$ cat src/rtl/ps2_scan_decoder.sv
// ps2_scan_decoder
// ----------------
// Sits after the PS/2 receiver. It takes one Set-2 scan-code byte per
// strobe and folds the prefix sequences into single key events:
//   E0 xx        extended make      -> {ext=1, brk=0, code}
//   F0 xx        break              -> {ext=0, brk=1, code}
//   E0 F0 xx     extended break     -> {ext=1, brk=1, code}
//   E1 + 7 bytes Pause              -> {ext=0, brk=0, 8'hE1}
// Finished events go into a small FIFO that the consumer pops.
// A byte flagged with a receiver error is thrown away, and any prefix
// sequence that was in progress is abandoned.
//
// Optional build macro:
//   PS2_DEC_TYPEMATIC_FILTER_EN - when defined, a make event that repeats
//   the most recent make (typematic auto-repeat) is not queued. The held
//   value is forgotten on the matching break, on an error byte and on rst.
//   Pause events are never filtered.
//
// Ports:
//   clk        system clock, everything on the rising edge
//   rst        synchronous active-high reset
//   byte_in    received scan-code byte, sampled when byte_valid=1
//   byte_valid one-cycle strobe marking byte_in as new
//   byte_err   receiver parity/stop error, qualified by byte_valid
//   ev_data    head event {ext, brk, code}; zero while the FIFO is empty
//   ev_valid   FIFO is non-empty
//   ev_ready   consumer pop, only acts while ev_valid=1
//   ev_count   number of queued events
//   overflow   sticky flag: an event was dropped because the FIFO was full
//
// Parameter:
//   DEPTH      event FIFO depth, power of two, at least 2

module ps2_scan_decoder #(
  parameter int DEPTH = 8
) (
  input  logic                     clk,
  input  logic                     rst,
  input  logic [7:0]               byte_in,
  input  logic                     byte_valid,
  input  logic                     byte_err,
  output logic [9:0]               ev_data,
  output logic                     ev_valid,
  input  logic                     ev_ready,
  output logic [$clog2(DEPTH):0]   ev_count,
  output logic                     overflow
);

  localparam int AW = $clog2(DEPTH);
  localparam logic [AW:0] FULL_COUNT = (AW + 1)'(DEPTH);

  localparam logic [7:0] BYTE_EXT   = 8'hE0;
  localparam logic [7:0] BYTE_BRK   = 8'hF0;
  localparam logic [7:0] BYTE_PAUSE = 8'hE1;

  // The Pause sequence is E1 followed by seven more bytes.
  localparam logic [2:0] PAUSE_TAIL = 3'd7;

  typedef enum logic [2:0] {
    S_IDLE,
    S_EXT,
    S_BRK,
    S_EXT_BRK,
    S_PAUSE
  } state_t;

  state_t      state;
  state_t      next_state;
  logic [2:0]  skip;
  logic [2:0]  next_skip;

  logic        emit;
  logic        emit_ext;
  logic        emit_brk;
  logic [7:0]  emit_code;
  logic        push_req;

  logic        good_byte;
  logic        err_byte;

  assign good_byte = byte_valid & ~byte_err;
  assign err_byte  = byte_valid &  byte_err;

  // ---------------------------------------------------------------------
  // Decoder state register and Pause skip counter.
  // ---------------------------------------------------------------------
  always_ff @(posedge clk) begin
    if (rst) begin
      state <= S_IDLE;
      skip  <= '0;
    end else begin
      state <= next_state;
      skip  <= next_skip;
    end
  end

  // ---------------------------------------------------------------------
  // Next-state and event decode. Only strobed bytes move the FSM.
  // IDLE, BRK and EXT_BRK share one branch: in BRK/EXT_BRK a prefix byte
  // restarts the sequence exactly as it would from IDLE, and a plain byte
  // completes an event whose flags depend on which of the three we are in.
  // In EXT a second E0 is absorbed and every non-F0 byte completes an
  // extended make, including E1.
  // ---------------------------------------------------------------------
  always_comb begin
    next_state = state;
    next_skip  = skip;
    emit       = 1'b0;
    emit_ext   = 1'b0;
    emit_brk   = 1'b0;
    emit_code  = byte_in;

    if (err_byte) begin
      next_state = S_IDLE;
      next_skip  = '0;
    end else if (good_byte) begin
      unique case (state)
        S_IDLE, S_BRK, S_EXT_BRK: begin
          if (byte_in == BYTE_EXT) begin
            next_state = S_EXT;
          end else if (byte_in == BYTE_BRK) begin
            next_state = S_BRK;
          end else if (byte_in == BYTE_PAUSE) begin
            next_state = S_PAUSE;
            next_skip  = PAUSE_TAIL;
          end else begin
            emit       = 1'b1;
            emit_ext   = (state == S_EXT_BRK);
            emit_brk   = (state != S_IDLE);
            next_state = S_IDLE;
          end
        end

        S_EXT: begin
          if (byte_in == BYTE_BRK) begin
            next_state = S_EXT_BRK;
          end else if (byte_in == BYTE_EXT) begin
            next_state = S_EXT;
          end else begin
            emit       = 1'b1;
            emit_ext   = 1'b1;
            next_state = S_IDLE;
          end
        end

        S_PAUSE: begin
          // Tail bytes are counted, never interpreted.
          next_skip = skip - 3'd1;
          if (skip == 3'd1) begin
            emit       = 1'b1;
            emit_code  = BYTE_PAUSE;
            next_state = S_IDLE;
          end
        end

        default: begin
          next_state = S_IDLE;
          next_skip  = '0;
        end
      endcase
    end
  end

`ifdef PS2_DEC_TYPEMATIC_FILTER_EN
  // ---------------------------------------------------------------------
  // Typematic filter. last_make holds {ext, code} of the latest make.
  // A Pause event is recognised by being emitted from the PAUSE state;
  // it neither gets filtered nor updates the held value.
  // ---------------------------------------------------------------------
  logic [8:0] last_make;
  logic       last_valid;
  logic       is_pause_ev;
  logic       same_key;

  assign is_pause_ev = (state == S_PAUSE);
  assign same_key    = last_valid && (last_make == {emit_ext, emit_code});

  always_comb begin
    push_req = emit;
    if (emit && !is_pause_ev && !emit_brk && same_key) begin
      push_req = 1'b0;
    end
  end

  always_ff @(posedge clk) begin
    if (rst) begin
      last_make  <= '0;
      last_valid <= 1'b0;
    end else if (err_byte) begin
      last_valid <= 1'b0;
    end else if (emit && !is_pause_ev) begin
      if (!emit_brk) begin
        last_make  <= {emit_ext, emit_code};
        last_valid <= 1'b1;
      end else if (same_key) begin
        last_valid <= 1'b0;
      end
    end
  end
`else
  assign push_req = emit;
`endif

  // ---------------------------------------------------------------------
  // Event FIFO. A pop on the same cycle as a push into a full FIFO frees
  // the slot, so both go through and the count stays at DEPTH. Pops are
  // qualified by ev_valid, so a push into an empty FIFO always lands.
  // ---------------------------------------------------------------------
  logic [9:0]    mem [DEPTH];
  logic [AW-1:0] wr_ptr;
  logic [AW-1:0] rd_ptr;
  logic [AW:0]   count;
  logic          full;
  logic          do_push;
  logic          do_pop;

  assign full    = (count == FULL_COUNT);
  assign do_pop  = ev_valid & ev_ready;
  assign do_push = push_req & (~full | do_pop);

  // Storage carries no reset; ev_data is masked while the FIFO is empty.
  always_ff @(posedge clk) begin
    if (do_push) begin
      mem[wr_ptr] <= {emit_ext, emit_brk, emit_code};
    end
  end

  // Pointers are AW bits wide, so they wrap modulo DEPTH on their own.
  always_ff @(posedge clk) begin
    if (rst) begin
      wr_ptr   <= '0;
      rd_ptr   <= '0;
      count    <= '0;
      overflow <= 1'b0;
    end else begin
      if (do_push) begin
        wr_ptr <= wr_ptr + 1'b1;
      end
      if (do_pop) begin
        rd_ptr <= rd_ptr + 1'b1;
      end
      unique case ({do_push, do_pop})
        2'b10:   count <= count + 1'b1;
        2'b01:   count <= count - 1'b1;
        default: count <= count;
      endcase
      if (push_req && !do_push) begin
        overflow <= 1'b1;
      end
    end
  end

  assign ev_valid = (count != '0);
  assign ev_count = count;
  assign ev_data  = ev_valid ? mem[rd_ptr] : 10'd0;

endmodule

$ cat config.mk
export PLATFORM = sky130hd
export DESIGN_NAME = ps2_scan_decoder
export DESIGN_NICKNAME = d
export VERILOG_FILES = /design/src/rtl/ps2_scan_decoder.sv
export SDC_FILE = /design/constraint.sdc
export NUM_CORES = 1
export LEC_CHECK = 0
export ABC_CLOCK_PERIOD_IN_PS = 4100
export CAP_MARGIN = 25
export CORE_MARGIN = 4
export CORE_UTILIZATION = 44
export DETAILED_ROUTE_END_ITERATION = 12
export DONT_BUFFER_PORTS = 1
export PLACE_DENSITY = 0.59
export SLEW_MARGIN = 20
export SYNTH_ARGS = -nofsm -noshare
export SYNTH_HDL_FRONTEND = slang
export SYNTH_SLANG_ARGS = --single-unit
$ cat constraint.sdc
create_clock -name clk -period 4.1 [get_ports clk]
set_clock_uncertainty 0.2 [all_clocks]
set_input_delay 0.41 -clock clk [delete_from_list [all_inputs] [get_ports clk]]
set_output_delay 0.41 -clock clk [all_outputs]
set_load 0.01 [all_outputs]
; ---- Word level (Yosys, flattened, before mapping)
; Memory sizes are Yosys's and may differ from the RTL's. A register that Yosys moved wholly into a read port is not among the register bits.
; Cells that the tools add are included.
[word_totals]
register_bits = 17
latch_bits = 0
mem_bits_rw = 80
mem_bits_ro = 0
input_bits = 13
out_inout_bits = 16
elab_cells = 87
mem_count = 1
[memory_table]
columns = memory, depth, width, read_ports, rd_clocked_by_memory_dff, wr, line_no
row1 = mem, 8, 10, 1, 1, 1, 209  ; logic [9:0] mem [DEPTH];
[classes]
add_sub_neg = 5
multipliers = 0
n_div = 0
magnitude_cmp = 0
n_eq_ne = 15
n_shift = 0
mux = 42
bitwise_logic = 8
reduce_logical = 10
[ops]
columns = op, count
row1 = $mux 8, 4
row2 = $mux 3, 9
row3 = $eq 8x8->1 const B, 3
row4 = $mux 1, 22
row5 = $pmux 3 s3, 2
row6 = $mux 10, 1
row7 = $ne 2x2->1 const B, 4
row8 = $pmux 4 s2, 1
row9 = $add 3x1->3 const B, 2
row10 = $eq 3x1->1 const B, 2
row11 = $eq 3x2->1 const B, 2
row12 = $reduce_and 5->1, 1
row13 = $add 4x1->4 const B, 1
row14 = $and 1x1->1, 4
row15 = $eq 4x4->1 const B, 1
row16 = $reduce_bool 4->1, 1
row17 = $sub 4x1->4 const B, 1
row18 = $eq 3x3->1 const B, 1
row19 = $logic_not 3->1, 1
row20 = $not 1->1, 3
row21 = $pmux 1 s3, 1
row22 = $reduce_bool 3->1, 1
row23 = $reduce_or 3->1, 1
row24 = $sub 3x1->3 const B, 1
row25 = 10 further kinds, 10

; ---- Longest topological paths before layout
; Gate-level depths: netlist of run 1.
[depth]
word_depth = 10
depth_mapped = 12
ltp_nobuf = 12

; ---- Worst setup path before layout of run 1
; OpenSTA, ideal clock, no wires.
[synth_path]
path_kind = input port to flip-flop
startpoint = in byte_in[6]
endpoint = mem mem[2][0], enable pin
setup_ns = 0.407
arrival_ns = 2.492
t_required_ns = 3.493
setup_slack_ns = 1.001
cell_stages = 5
path_buffers = 0
path_cell_list = and2_1 and3b_1 a211oi_1 nand2_1 nor4b_1
[synth_via]
elab_chain_cells = 10
elab_cells_between_ends = 14
classes_between = eq/ne (3) / mux (10) / bitwise (1)
[synth_rtl]
columns = item, line_no
row1 = start: declaration, 39  ; input logic [7:0] byte_in,
row2 = $eq 8x8->1, 123  ; end else if (byte_in == BYTE_PAUSE) begin
row3 = $mux 1, 123
row4 = $mux 1, 121  ; end else if (byte_in == BYTE_BRK) begin
row5 = $mux 1, 119  ; if (byte_in == BYTE_EXT) begin
row6 = $pmux 1 s3 (*), 117  ; unique case (state)
row7 = $mux 1 (*), 116  ; end else if (good_byte) begin
row8 = $mux 1 (*), 113  ; if (err_byte) begin
row9 = $and 1x1->1 (*), 219  ; assign do_push = push_req & (~full | do_pop);
row10 = $mux 1 (*), 223  ; if (do_push) begin
row11 = $mux 1 (not written as such) (*), 224  ; mem[wr_ptr] <= {emit_ext, emit_brk, emit_code};
row12 = end: declaration, 209
; Every way passes the cells marked *; elsewhere a longest branch is shown, timed or not.

; ---- Final worst setup path of run 1
[layout_path]
startpoint = reg skip[0]
endpoint = mem mem[2][0], enable pin
[layout_via]
elab_chain_cells = 8
[layout_rtl]
columns = item, line_no
row1 = start: declaration, 69  ; logic [2:0] skip;
row2 = start signal: assignment, 93  ; skip <= next_skip;
row3 = $eq 3x1->1, 149  ; if (skip == 3'd1) begin
row4 = $mux 1, 149
row5 = $pmux 1 s3, 117
row6 = $mux 1, 116
row7 = $mux 1, 113
row8 = $and 1x1->1, 219
row9 = $mux 1, 223
row10 = $mux 1 (not written as such), 224
; Every way passes these cells.

==> run summary, run 1 <==
After legalization and detailed placement, the total HPWL measured 5130 um. At the later pin of the worst-skew pair, clock insertion delay measures 0.35 ns. The area of the placeable core came out at 9330 um^2. The via count of the first global-routing pass came out at 2323. The detailed router's first-iteration violation count is 104. The global-route wire length before repair is 12700 um. The number of H-tree levels is 3. In this run the worst hold path is classified as in2reg. The final-report max-slew violation count is 0.

The routed length per instance is 18.8 um. STA classifies the critical path endpoint as a flip-flop. The final wirelength is 7980 um. The tightest hold path in the finished design has a slack of 0.0349 ns.

The number of max-capacitance violations reported is 0. VDD sags by at most 0.000322 V. By area, the combinational part of the netlist is dominated by multiplexers. The sequential fraction of design power is 0.487. The count of nets left with antenna violations after detail routing came out at 0.

The buffer cell driving the clock tree root is sky130_fd_sc_hd__clkbuf_8. The clock period could shrink to 3.00 ns. After synthesis, the netlist uses 44 different library cells. The XOR/XNOR share of the synthesized area is 0.0103. The final count of negative-setup-slack endpoints came out at 0. In the final layout, the share of cells above drive strength 1 is 0.209. The overall overflow remaining after global route came out at 0. The number of synthesis warnings came out at 0. The number of port buffers is 0. The clock tree buffer depth is 2.

The placer's final routability congestion estimate came out at 0.742. The biggest fanout along the worst timing path is 6. The cell area reported after detailed placement came out at 4500 um^2. The overall die height is 107 um. Summed over all failing endpoints, the final setup total negative slack is 0 ns. The synthesized area per cell is 15.4 um^2.

TritonCTS built the clock tree. Of the total power, the share spent switching nets is 0.308. The worst slew slack as a fraction of its limit came out at 0.340. The count of mapped cells out of synthesis is 277. TritonCTS created 9 clock buffers. The post-route standard cell area excluding fillers is 4730 um^2. The sequential area share after synthesis came out at 0.656. The utilization of the core after routing came out at 0.507. The number of enable-type register cells in the synthesized netlist came out at 80. The arrival time at the worst endpoint came out at 2.86 ns.

The share of synthesized registers carrying an async set or reset is 0. The clock net in this run drives a total of 100 sinks. The area fraction in compound gates after synthesis came out at 0.0434. In the final design database the tool counted 311 nets. The number of hold violations in the final report was 0. Entering global routing, the biggest net connects 21 pins.

The count of inserted antenna diode cells is 0. The critical path required time is 3.96 ns. The number of fill cells came out at 801.

The initialized floorplan defines 35 standard-cell rows. After clock tree synthesis, the clock-pin slew on the worst setup and hold paths is 0.10 ns. The critical path start-end classification is reg2reg. In the post-route analysis, the smallest setup slack over all paths is 1.10 ns. Setup repair after global routing left no endpoint under its margin. The number of vias per cell after detailed routing is 5.39.

The total setup buffers inserted after CTS came out at 0. The number of antenna violations at the first check in global routing came out at 0. The area of the die came out at 11300 um^2. The net count of the mapped netlist is 297.

The flip-flop and latch count after synthesis is 100. The total internal power came out at 1.72 mW. The transition time at the pin with the least slew margin is 0.988 ns.

The horizontal die dimension came out at 107 um. For this run, the detailed router's first-pass iteration total came to 4. From synthesis to final layout, the design area changed by 10.8%.

Of the total synthesized cell area, the portion taken by full adders, half adders and majority gates is 0.0223. The combinational share of power came out at 0.256. The analysis attributes to cell leakage a power of 1.52 nW. The total routing usage reported by global routing is 0.151.

The fraction of the cycle the final worst path needs is 0.731. The clock share of power came out at 0.258. Among all flip-flop cells after synthesis, the most frequent one is sky130_fd_sc_hd__edfxtp_1. The power density normalized to cell area is 526 nW/um^2. The peak clock frequency supported by timing is 334 MHz. The multiplexer share of the synthesized area came out at 0.143.

The number of I/O pins came out at 29. The routed layout has 2289 vias. The post-place setup slack came out at 0.976 ns. The run finished with clean final reports. For this configuration, the core starts out at a cell density of 0.458. The element type at the critical path start is a flip-flop. The reported net switching power came out at 766 uW. Of the total synthesized cell area, the portion taken by AND, OR, NAND and NOR gates is 0.109. Summing every instance area after synthesis gives 4270 um^2. The DRC violations left is 0.
## path summary, 6_finish.rpt
path                                        startpoint                endpoint  slack, ns  cells after the start
worst min register to register  rd_ptr[1]$_SDFFE_PP0P_  rd_ptr[1]$_SDFFE_PP0P_       0.30                      2
worst max register to register    skip[0]$_SDFFE_PP0P_     mem[2][0]$_DFFE_PP_       1.10                      7
worst max-delay path              skip[0]$_SDFFE_PP0P_     mem[2][0]$_DFFE_PP_       1.10                      7
worst min-delay path                        byte_in[4]   state[0]$_SDFFE_PP0P_       0.03                      2
## logic make-up after synthesis
kind of cell,after synthesis
DFF,100
buffers and inverters,16
muxes,35
xor gates and xnor gates,5
adders and majority gates,7
and+or+nand+nor,87
AOI/OAI and AO/OA,27
## critical path: stages, from the launching register on
cell                       delay, ns
sky130_fd_sc_hd__dfxtp_1        0.38
sky130_fd_sc_hd__ha_1           0.15
sky130_fd_sc_hd__nor2b_1        0.18
sky130_fd_sc_hd__nand3_1        0.17
sky130_fd_sc_hd__a211oi_1       0.39
sky130_fd_sc_hd__nand2_1        0.22
sky130_fd_sc_hd__nor4b_2        0.72
sky130_fd_sc_hd__buf_4          0.30
## state kept, by name (all words and copies together) (netlist names), named ones only
register and count:
wr_ptr 3, overflow 1, rd_ptr 3, mem 80, state 3, ev_count 4, skip 3
## metrics by stage
stage | power [mW] | instances
floorplan | 1.73 | 277
global placement | 1.88 | 407
detailed placement | 1.89 | 407
CTS | 2.54 | 425
global route | 2.65 | 425
finish | 2.49 | 425
## area by class of cell
cell class	instances	area, um^2	share of cell area
Sequential cell	100	2800	0.592
Multi-Input combinational cell	161	1430	0.303
Tap cell	129	161	0.0341
Clock buffer	9	124	0.0262
Timing Repair Buffer	12	95.1	0.0201
Clock inverter	7	83.8	0.0177
Inverter	7	31.3	0.00661
## layout by cell type (no fill, tap or decap), drive strengths merged, types with 3 or more instances in the layout
cell type  netlist  final
a21o             4      4
nand2b           8      8
clkbuf           5      9
inv              6      9
o21ai            4      4
buf              4     10
xnor2            3      3
nor3             7      7
nand3            7      7
nor2b            4      4
dfxtp           20     20
a21oi           11     11
nand2           13     13
mux4            20     20
nor4b            3      3
nor4             3      3
mux2i           14     14
clkinv           1      4
nor2            27     27
edfxtp          80     80
and2             6      6
ha               6      6
## synthesized netlist by cell type, types with 3 or more instances
| library cell | n | share of area |
|---|---|---|
| sky130_fd_sc_hd__xnor2_1 | 3 | 0.0062 |
| sky130_fd_sc_hd__mux4_2 | 20 | 0.11 |
| sky130_fd_sc_hd__clkbuf_1 | 5 | 0.0044 |
| sky130_fd_sc_hd__nor4_1 | 3 | 0.0044 |
| sky130_fd_sc_hd__mux2i_1 | 13 | 0.030 |
| sky130_fd_sc_hd__nor2b_1 | 4 | 0.0059 |
| sky130_fd_sc_hd__buf_2 | 3 | 0.0035 |
| sky130_fd_sc_hd__inv_1 | 5 | 0.0044 |
| sky130_fd_sc_hd__nand2b_1 | 8 | 0.012 |
| sky130_fd_sc_hd__o21ai_0 | 4 | 0.0047 |
| sky130_fd_sc_hd__edfxtp_1 | 80 | 0.56 |
| sky130_fd_sc_hd__and2_1 | 6 | 0.0088 |
| sky130_fd_sc_hd__dfxtp_1 | 20 | 0.094 |
| sky130_fd_sc_hd__nor3_1 | 6 | 0.0070 |
| sky130_fd_sc_hd__nor2_1 | 27 | 0.024 |
| sky130_fd_sc_hd__ha_1 | 6 | 0.018 |
| sky130_fd_sc_hd__nand3_1 | 7 | 0.0082 |
| sky130_fd_sc_hd__nand2_1 | 13 | 0.011 |
| sky130_fd_sc_hd__a21oi_1 | 11 | 0.013 |
| sky130_fd_sc_hd__a21o_1 | 3 | 0.0053 |
## metal layers
| layer | GRT usage | routed length (um) | up-vias |
|---|---|---|---|
| li1 | - | - | 1087 |
| met1 | 0.200 | 3550 | 1140 |
| met2 | 0.242 | 3890 | 60 |
| met3 | 0.0498 | 520 | 2 |
| met4 | 0.0356 | 20 | 0 |
| met5 | 0 | 0 | - |
## timing repair
item / 4_1_cts / 5_1_grt
gates resized for setup: 0 / 0
hold endpoints to repair: 15 / 0
hold buffers: 2 / 0
## power groups by stage
stage	logic (mW)	clock network, mW	registers [mW]
after floorplan	0.529	0	1.20
after global placement	0.649	0	1.23
after detailed placement	0.655	0	1.24
after CTS	0.659	0.665	1.21
after global routing	0.717	0.716	1.22
final	0.636	0.641	1.21
Note: power is estimated with default switching activity, not from simulation.
==> run 2, diff against run 1 <==
- ABC_AREA: default -> 1
- ABC_CLOCK_PERIOD_IN_PS: 4100 -> 2500
- PLACE_DENSITY: 0.59 -> 0.61
- clock period: 4.1 -> 2.5 ns (I/O delays scaled with it)
==> run 2 against run 1 <==
  * Sequential cell count is the same
  * Highest routed layer unchanged
  * Largest power group unchanged
  * Sequential share of layout area fell by 2.0 points
  * Count of clock-buffer cells in the layout did not move
==> run summary, run 2 <==
The flow ran to the end, and the final reports show no timing, DRC or antenna violations. The via count of the first global-routing pass came out at 2916 (+26%). The proportion of netlist area held by the largest area contributor is 0.551 (-0.0119). The routed length per instance is 15.9 um (-16%). The cell leakage power was 1.76 nW (+16%). The number of CTS-inserted buffers is 9 (unchanged). The utilization of the core after routing is 0.504 (-0.00345).

The number of nets in the final layout is 459 (+48%). The TritonCTS sink count came out at 100 (unchanged). The critical path required time is 2.05 ns (-1.91 ns). The detailed placer's ending HPWL is 6050 um (+18%). The global-route wire length before repair is 14600 um (+15%). The total vias in the final route came out at 3007 (+31%). The number of fill cells is 895 (+12%).

The post-layout total power is 3.95 mW (+59%). Summed over all instances, the cell type with the most area after synthesis is sky130_fd_sc_hd__edfxtp_1. The worst-case hold path end point is overflow$_SDFFE_PP0P_.

The overall die height is 108 um (+1.0%). The net count of the mapped netlist came out at 436 (+47%). The peak clock frequency supported by timing is 428 MHz. The detailed router's first-iteration violation count is 143 (+38%). The total negative slack is 0 ns (unchanged). The element type at the critical path start is a flip-flop. The peak ir drop on the vdd network is 0.000520 V (+61%).

The multi-input logic area is 1400 um^2 (-2.6%). The first-pass detailed-route iteration total is 4 (unchanged). The number of vias per cell after detailed routing is 5.22 (-3.1%). The arrival time at the worst endpoint came out at 1.89 ns (-0.97 ns). The placer's final routability congestion estimate came out at 0.794 (+7.1%).

The number of I/O pins is 29 (unchanged). The final standard cell count with taps included and fillers excluded is 576 (+36%). The overall overflow remaining after global route is 0 (unchanged). After synthesis, the cell types taking the most area are sky130_fd_sc_hd__edfxtp_1, sky130_fd_sc_hd__dfxtp_1, sky130_fd_sc_hd__nor2_1. Setup repair after global routing could not meet its margin everywhere. The number of synthesis warnings was 0 (unchanged). The total setup buffers inserted after CTS was 0 (unchanged). The number of port buffers came out at 0 (unchanged). The transition time at the pin with the least slew margin was 0.621 ns (-0.367 ns). The count of nets left with antenna violations after detail routing is 0 (unchanged). The number of max-capacitance violations reported came out at 0 (unchanged).

The flip-flop and latch count after synthesis is 100 (unchanged). The tree is rooted in a sky130_fd_sc_hd__clkbuf_8. The critical path start-end classification is reg2out.

The number of rows in the core area came out at 36 (+2.9%). The cell area reported after detailed placement is 4620 um^2 (+2.6%). The clock tree buffer depth came out at 2 (unchanged). The worst hold path cell count came out at 2 (unchanged).

The count of inserted antenna diode cells came out at 0 (unchanged). The distinct cell type count of the synthesized netlist was 34 (-23%). The final-report max-slew violation count was 0 (unchanged).

The biggest fanout along the worst timing path came out at 15 (+9). The routed design could run at a clock period as short as 2.34 ns. The worst register-to-register path ends at ev_count[3]$_SDFFE_PP0P_. The register clock-pin slew on the reported worst setup and hold paths came out at 0.09 ns (about the same). The logic depth of the worst register-to-register path is 17 (+10). The register with the most flip-flops in the final layout is mem. The fraction of the cycle the final worst path needs came out at 0.936.

The worst setup slack for register-to-register paths is 0.19 ns (-0.91 ns). The initial standard-cell utilization of the core was 0.448 (-0.00938). The area overhead of the layout relative to synthesis came out at 12.4%. The CTS tree is yes. The DRC violations left is 0 (unchanged). In the layout the commonest cells are sky130_fd_sc_hd__nor2_1, sky130_fd_sc_hd__edfxtp_1, sky130_fd_sc_hd__o21ai_0. The final wirelength is 9130 um (+14%). The power density normalized to cell area came out at 806 nW/um^2 (+53%).

The maximum number of pins on one net before global-route repair is 21 (unchanged). The area of the die came out at 11600 um^2 (+2.0%). The number of antenna violations at the first check in global routing is 0 (unchanged). The horizontal die dimension is 108 um (+1.0%). The number of flip-flops under the largest register name came out at 80 (unchanged).

The area of the placeable core came to 9730 um^2 (+4.3%). The final count of negative-setup-slack endpoints is 0 (unchanged). The fraction of final layout cells with drive strength greater than 1 came out at 0.151 (-0.0582). The post-route standard cell area excluding fillers is 4900 um^2 (+3.6%).

The total routing usage reported by global routing came to 0.164 (+0.0139). The share of synthesized registers carrying an async set or reset is 0 (unchanged). The startpoint of the most critical hold path is rst. The count of mapped cells out of synthesis came to 416 (+50%). In the synthesized netlist the dominant register cell turns out to be sky130_fd_sc_hd__edfxtp_1. Ranked by instance count, the synthesized netlist is headed by sky130_fd_sc_hd__nor2_1, sky130_fd_sc_hd__edfxtp_1, sky130_fd_sc_hd__o21ai_0.

The leading cell type in the layout, fill and taps excluded is sky130_fd_sc_hd__nor2_1. The worst slew slack as a fraction of its limit is 0.585 (+0.245). The number of H-tree levels is 3 (unchanged). The synthesized area per cell is 10.5 um^2 (-32%). The clock latency reported for the late side of the worst-skew pair is 0.36 ns (about the same). The number of enable-type register cells in the synthesized netlist came to 80 (unchanged). The sequential area share after synthesis came to 0.642 (-0.0139). The class of the most critical hold timing path is in2reg.

The origin of the critical flop-to-flop path is skip[1]$_SDFFE_PP0P_. The register cell area after layout is 2800 um^2 (about the same). STA classifies the critical path endpoint as an output pin.

The post-synthesis instance area is 4360 um^2 (+2.2%). By instance count, the leading cell after synthesis is sky130_fd_sc_hd__nor2_1. The number of cells after detailed placement came out at 554 (+36%).

The number of hold violations in the final report came to 0 (unchanged).
==> run 2: changes by cell type after synthesis, sizes merged, moves of 9 or more <==
cell / change
a21oi: +10
mux4: -20
a31oi: +9
inv: +28
o21ai: +55
o22ai: +10
nor2: +70
clkbuf: +9
nand2: +25
mux2i: -14
==> run 2: critical path, cell delays in order, from the launching register on <==
cell and delay [ns]:
sky130_fd_sc_hd__dfxtp_1 0.37, sky130_fd_sc_hd__inv_2 0.22, sky130_fd_sc_hd__buf_4 0.25, sky130_fd_sc_hd__nor2_1 0.07
sky130_fd_sc_hd__o22ai_1 0.16, sky130_fd_sc_hd__o21ai_0 0.09, sky130_fd_sc_hd__a31oi_1 0.36
==> run 2: metal layers <==
metal	global-route usage	vias to the layer above	routed length [um]
li1	-	1484	-
met1	0.215	1453	4270
met2	0.276	60	4390
met3	0.0378	10	378
met4	0.0433	0	90
met5	0	-	0
==> run 2: worst max path at each step <==
stage          cells after the start                       end  slack [ns]
5_1_grt                           17  ev_count[3]$_SDFFE_PP0P_       -0.01
3_3_place_gp                      16  ev_count[3]$_SDFFE_PP0P_        0.19
4_1_cts                            6                ev_data[3]        0.07
2_1_floorplan                     16  ev_count[3]$_SDFFE_PP0P_        0.31
6_report                           6                ev_data[5]        0.16
3_5_place_dp                      16  ev_count[3]$_SDFFE_PP0P_        0.12
==> run 2: metrics by stage <==
| step | hold slack [ns] | setup slack, ns |
|---|---|---|
| 6_report | 0.0114 | 0.161 |
| 5_1_grt | 0.0345 | -0.0139 |
| 4_1_cts | 0.00155 | 0.0658 |
| 3_5_place_dp | 0.122 | 0.122 |
| 3_3_place_gp | 0.121 | 0.192 |
| 2_1_floorplan | 0.119 | 0.313 |
==> run 2: report_power, final <==
part           internal, mW  leakage [nW]  switching, mW
clock network         0.379        0.0937          0.568
logic                 0.357         0.769          0.728
registers              1.86         0.899         0.0651
total                  2.59          1.76           1.36
==> run 2: final cells by class <==
| cell class | count | area share |
|---|---|---|
| clock buffer | 9 | 0.0253 |
| clock inverter | 6 | 0.0117 |
| inverter | 35 | 0.0273 |
| multi-input combinational | 266 | 0.285 |
| sequential | 100 | 0.572 |
| tap | 133 | 0.0339 |
| timing repair buffer | 27 | 0.0449 |
==> run 2: kinds of logic after synthesis <==
logic type / count (synthesis) / synth area share
fa+ha+maj: 7 / 0.0218
compound gates: 104 / 0.131
flops: 100 / 0.642
simple gates: 153 / 0.157
xor+xnor: 2 / 0.00402
buf+inv: 50 / 0.0436
==> run 2: repair_timing <==
item	4_1_cts	5_1_grt
gates resized for setup	0	8
hold buffers	7	0
endpoints found under the hold margin	32	0
setup endpoints to repair	0	10
==> run 3, diff against run 2 <==
- CORE_ASPECT_RATIO: default -> 0.5
- GPL_ROUTABILITY_DRIVEN: default -> 0
==> run 3 against run 2 <==
  * Largest cell class unchanged
  * Non-clock buffer count down 3
  * Combinational power hardly changed
  * Sequential share of layout area is 1.2 points lower
  * Routed wire length increased by 3.7%
==> run summary, run 3 (synthesized netlist as in run 2, its figures left out) <==
The startpoint of the most critical hold path is byte_in[6]. The library cell used most frequently in the layout, excluding fill and tap cells, is sky130_fd_sc_hd__nor2_1. The class of the most critical hold timing path is in2reg. The initial standard-cell utilization of the core is 0.457 (+0.00888).

Walking the worst path, the cells encountered are nor2_1 > inv_1 > nor3_2 > inv_1 > o21ai_0 > a31oi_1. The count of nets left with antenna violations after detail routing is 0 (unchanged). The global-route wire length before repair came to 15400 um (+5.7%). The cell type of the slowest stage on the worst timing path is sky130_fd_sc_hd__dfxtp_1. The power density normalized to cell area is 882 nW/um^2 (+9.4%).

The fraction of the cycle the final worst path needs came out at 0.969 (+0.0333). The worst hold slack was 0.0141 ns (+0.00267 ns). In this run the worst setup path begins at ev_count[1]$_SDFFE_PP0P_. The total internal power came to 3.00 mW (+16%). The origin of the critical flop-to-flop path is ev_count[1]$_SDFFE_PP0P_. The total vias in the final route is 2974 (-1.1%). The count of inserted antenna diode cells came out at 0 (unchanged). The detailed placer's ending HPWL was 6140 um (+1.6%). The final-report max-slew violation count came out at 0 (unchanged).

The area of the placeable core came to 9540 um^2 (-1.9%). The top cell types in the final layout, fill and taps aside, are sky130_fd_sc_hd__nor2_1, sky130_fd_sc_hd__edfxtp_1, sky130_fd_sc_hd__o21ai_0. The reported net switching power is 1.42 mW (+4.0%). The worst slew slack as a fraction of its limit is 0.598 (+0.0122). The clock share of power came out at 0.321 (+0.082). The area overhead of the layout relative to synthesis came out at 14.8%.

The number of nets in the final layout was 456 (-0.65%). The register clock-pin slew on the reported worst setup and hold paths came out at 0.07 ns (-0.02 ns). By instance count, the cell type seen most on the critical path is sky130_fd_sc_hd__inv_1. The number of I/O pins came out at 29 (unchanged). The total setup buffers inserted after CTS came out at 0 (unchanged). The critical path required time came out at 2.05 ns (about the same). The final count of negative-setup-slack endpoints is 0 (unchanged). The detailed router's first-iteration violation count was 189 (+32%).

The worst setup path is captured at an output pin. The total negative slack came to 0 ns (unchanged). The via count of the first global-routing pass came out at 2979 (+2.2%). The final wirelength came to 9470 um (+3.7%).

The cell leakage power is 1.80 nW (+2.2%). The number of port buffers came out at 0 (unchanged). The number of flip-flops under the largest register name came to 80 (unchanged).

The number of antenna violations at the first check in global routing is 0 (unchanged). The largest stage delay on the critical path came out at 0.44 ns (+0.07 ns). The biggest fanout along the worst timing path is 11 (-4). The routed length per instance is 16.4 um (+3.7%). The clock period minus final worst setup slack was 2.42 ns (+0.0833 ns). The number of fill cells is 855 (-4.5%).

The number of max-capacitance violations reported was 0 (unchanged). The worst setup path is launched from a flip-flop. The peak ir drop on the vdd network is 0.000493 V (-5.1%). The cell area reported after detailed placement came out at 4620 um^2 (-0.11%). The number of vias per cell after detailed routing is 5.16 (-1.1%). The maximum number of pins on one net before global-route repair came out at 38 (+81%). The sequential fraction of design power is 0.438 (-0.048). The worst setup slack for register-to-register paths is 0.18 ns (about the same). Setup repair after global routing could not meet its margin everywhere. The area of the die came out at 11700 um^2 (+0.84%). The clock latency reported for the late side of the worst-skew pair is 0.35 ns (about the same). mem holds more flip-flops than any other register.

The first-pass detailed-route iteration total came out at 4 (unchanged). The overall overflow remaining after global route came out at 0 (unchanged). The combinational share of power was 0.242 (-0.032).

The final standard cell count with taps included and fillers excluded is 576 (unchanged). TritonCTS built the clock tree. The number of rows in the core area is 25 (-31%). The utilization of the core after routing is 0.525 (+0.0211). The switching fraction of total power came out at 0.320 (-0.0238). The number of CTS-inserted buffers is 9 (unchanged). The buffer and inverter count on the worst path is 2 (unchanged).

The overall die height came to 78.4 um (-27%). The cell sitting at the root of the clock tree is a sky130_fd_sc_hd__clkbuf_16. The number of hold violations in the final report is 0 (unchanged). The post-route standard cell area excluding fillers is 5010 um^2 (+2.2%). The clock tree buffer depth was 2 (unchanged). The number of cells after detailed placement came out at 555 (+0.18%). The total routing usage reported by global routing came out at 0.174 (+0.00934). The number of H-tree levels came to 3 (unchanged). The peak clock frequency supported by timing came out at 413 MHz (-3.4%).

The flow ran to the end, and the final reports show no timing, DRC or antenna violations. The TritonCTS sink count came out at 100 (unchanged). The family with the most delay on the worst path is compound AO/OA/AOI/OAI gates. The DRC violations left came out at 0 (unchanged). The horizontal die dimension came to 149 um (+38%).

The critical path start-end classification is reg2out. The transition time at the pin with the least slew margin came out at 0.603 ns (-0.0182 ns). The arrival time at the worst endpoint came out at 1.97 ns (+0.08 ns). The fraction of final layout cells with drive strength greater than 1 is 0.147 (-0.00385).
[run 3: cell types whose count changed in the layout (fill, tap and decap cells not counted), sizes merged]
cell         change
clkinv           -2
clkinvlp         +2
dlygate4sd3      -2
buf              -1
bufinv           +1
[run 3: repair_timing]
action / in CTS / in global routing
gates resized for setup: 0 / 9
setup endpoints to repair: 0 / 10
hold endpoints to repair: 16 / 0
hold buffers: 5 / 0
[run 3: per-stage QoR]
| stage | setup slack [ns] | power (mW) |
|---|---|---|
| floorplan | 0.313 | 2.70 |
| global placement | 0.180 | 3.00 |
| detailed placement | 0.0831 | 3.01 |
| CTS | 0.00677 | 4.44 |
| global route | -0.0819 | 4.67 |
| finish | 0.0779 | 4.42 |
[run 3: final cells by class]
type / instances / area, um^2 / share of cell area
Clock buffer: 9 / 225 / 0.0450
Clock inverter: 7 / 82.6 / 0.0165
Inverter: 35 / 136 / 0.0272
Multi-Input combinational cell: 266 / 1400 / 0.279
Sequential cell: 100 / 2800 / 0.560
Tap cell: 135 / 169 / 0.0337
Timing Repair Buffer: 24 / 196 / 0.0392
[run 3: final timing paths]
path                                                  to  depth (start not counted)
worst max-delay path                          ev_data[8]                          6
worst min-delay path                 mem[0][6]$_DFFE_PP_                          1
worst max register to register  ev_count[3]$_SDFFE_PP0P_                         13
worst min register to register                 flip-flop                          2
[run 3: worst reg2reg max path, delay by kind of cell (launching register included)]
| kind | cells | cell delay [ns] |
|---|---|---|
| flops | 1 | 0.44 |
| simple gates | 8 | 0.92 |
| fa+ha+maj | 1 | 0.22 |
| compound gates | 2 | 0.23 |
| buf+inv | 2 | 0.21 |
[run 3: per-layer routing]
metal,global-route usage,routed length [um],vias up
li1,-,-,1490
met1,0.238,4500,1393
met2,0.268,4270,81
met3,0.0577,591,10
met4,0.0475,117,0
met5,0,0,-
[run 3: power groups by stage]
stage | clock, mW | sequential [mW] | combinational, mW
floorplan | 0 | 1.95 | 0.758
global placement | 0 | 1.97 | 1.03
detailed placement | 0 | 1.97 | 1.05
CTS | 1.46 | 1.93 | 1.06
global route | 1.52 | 1.94 | 1.21
finish | 1.42 | 1.93 | 1.07
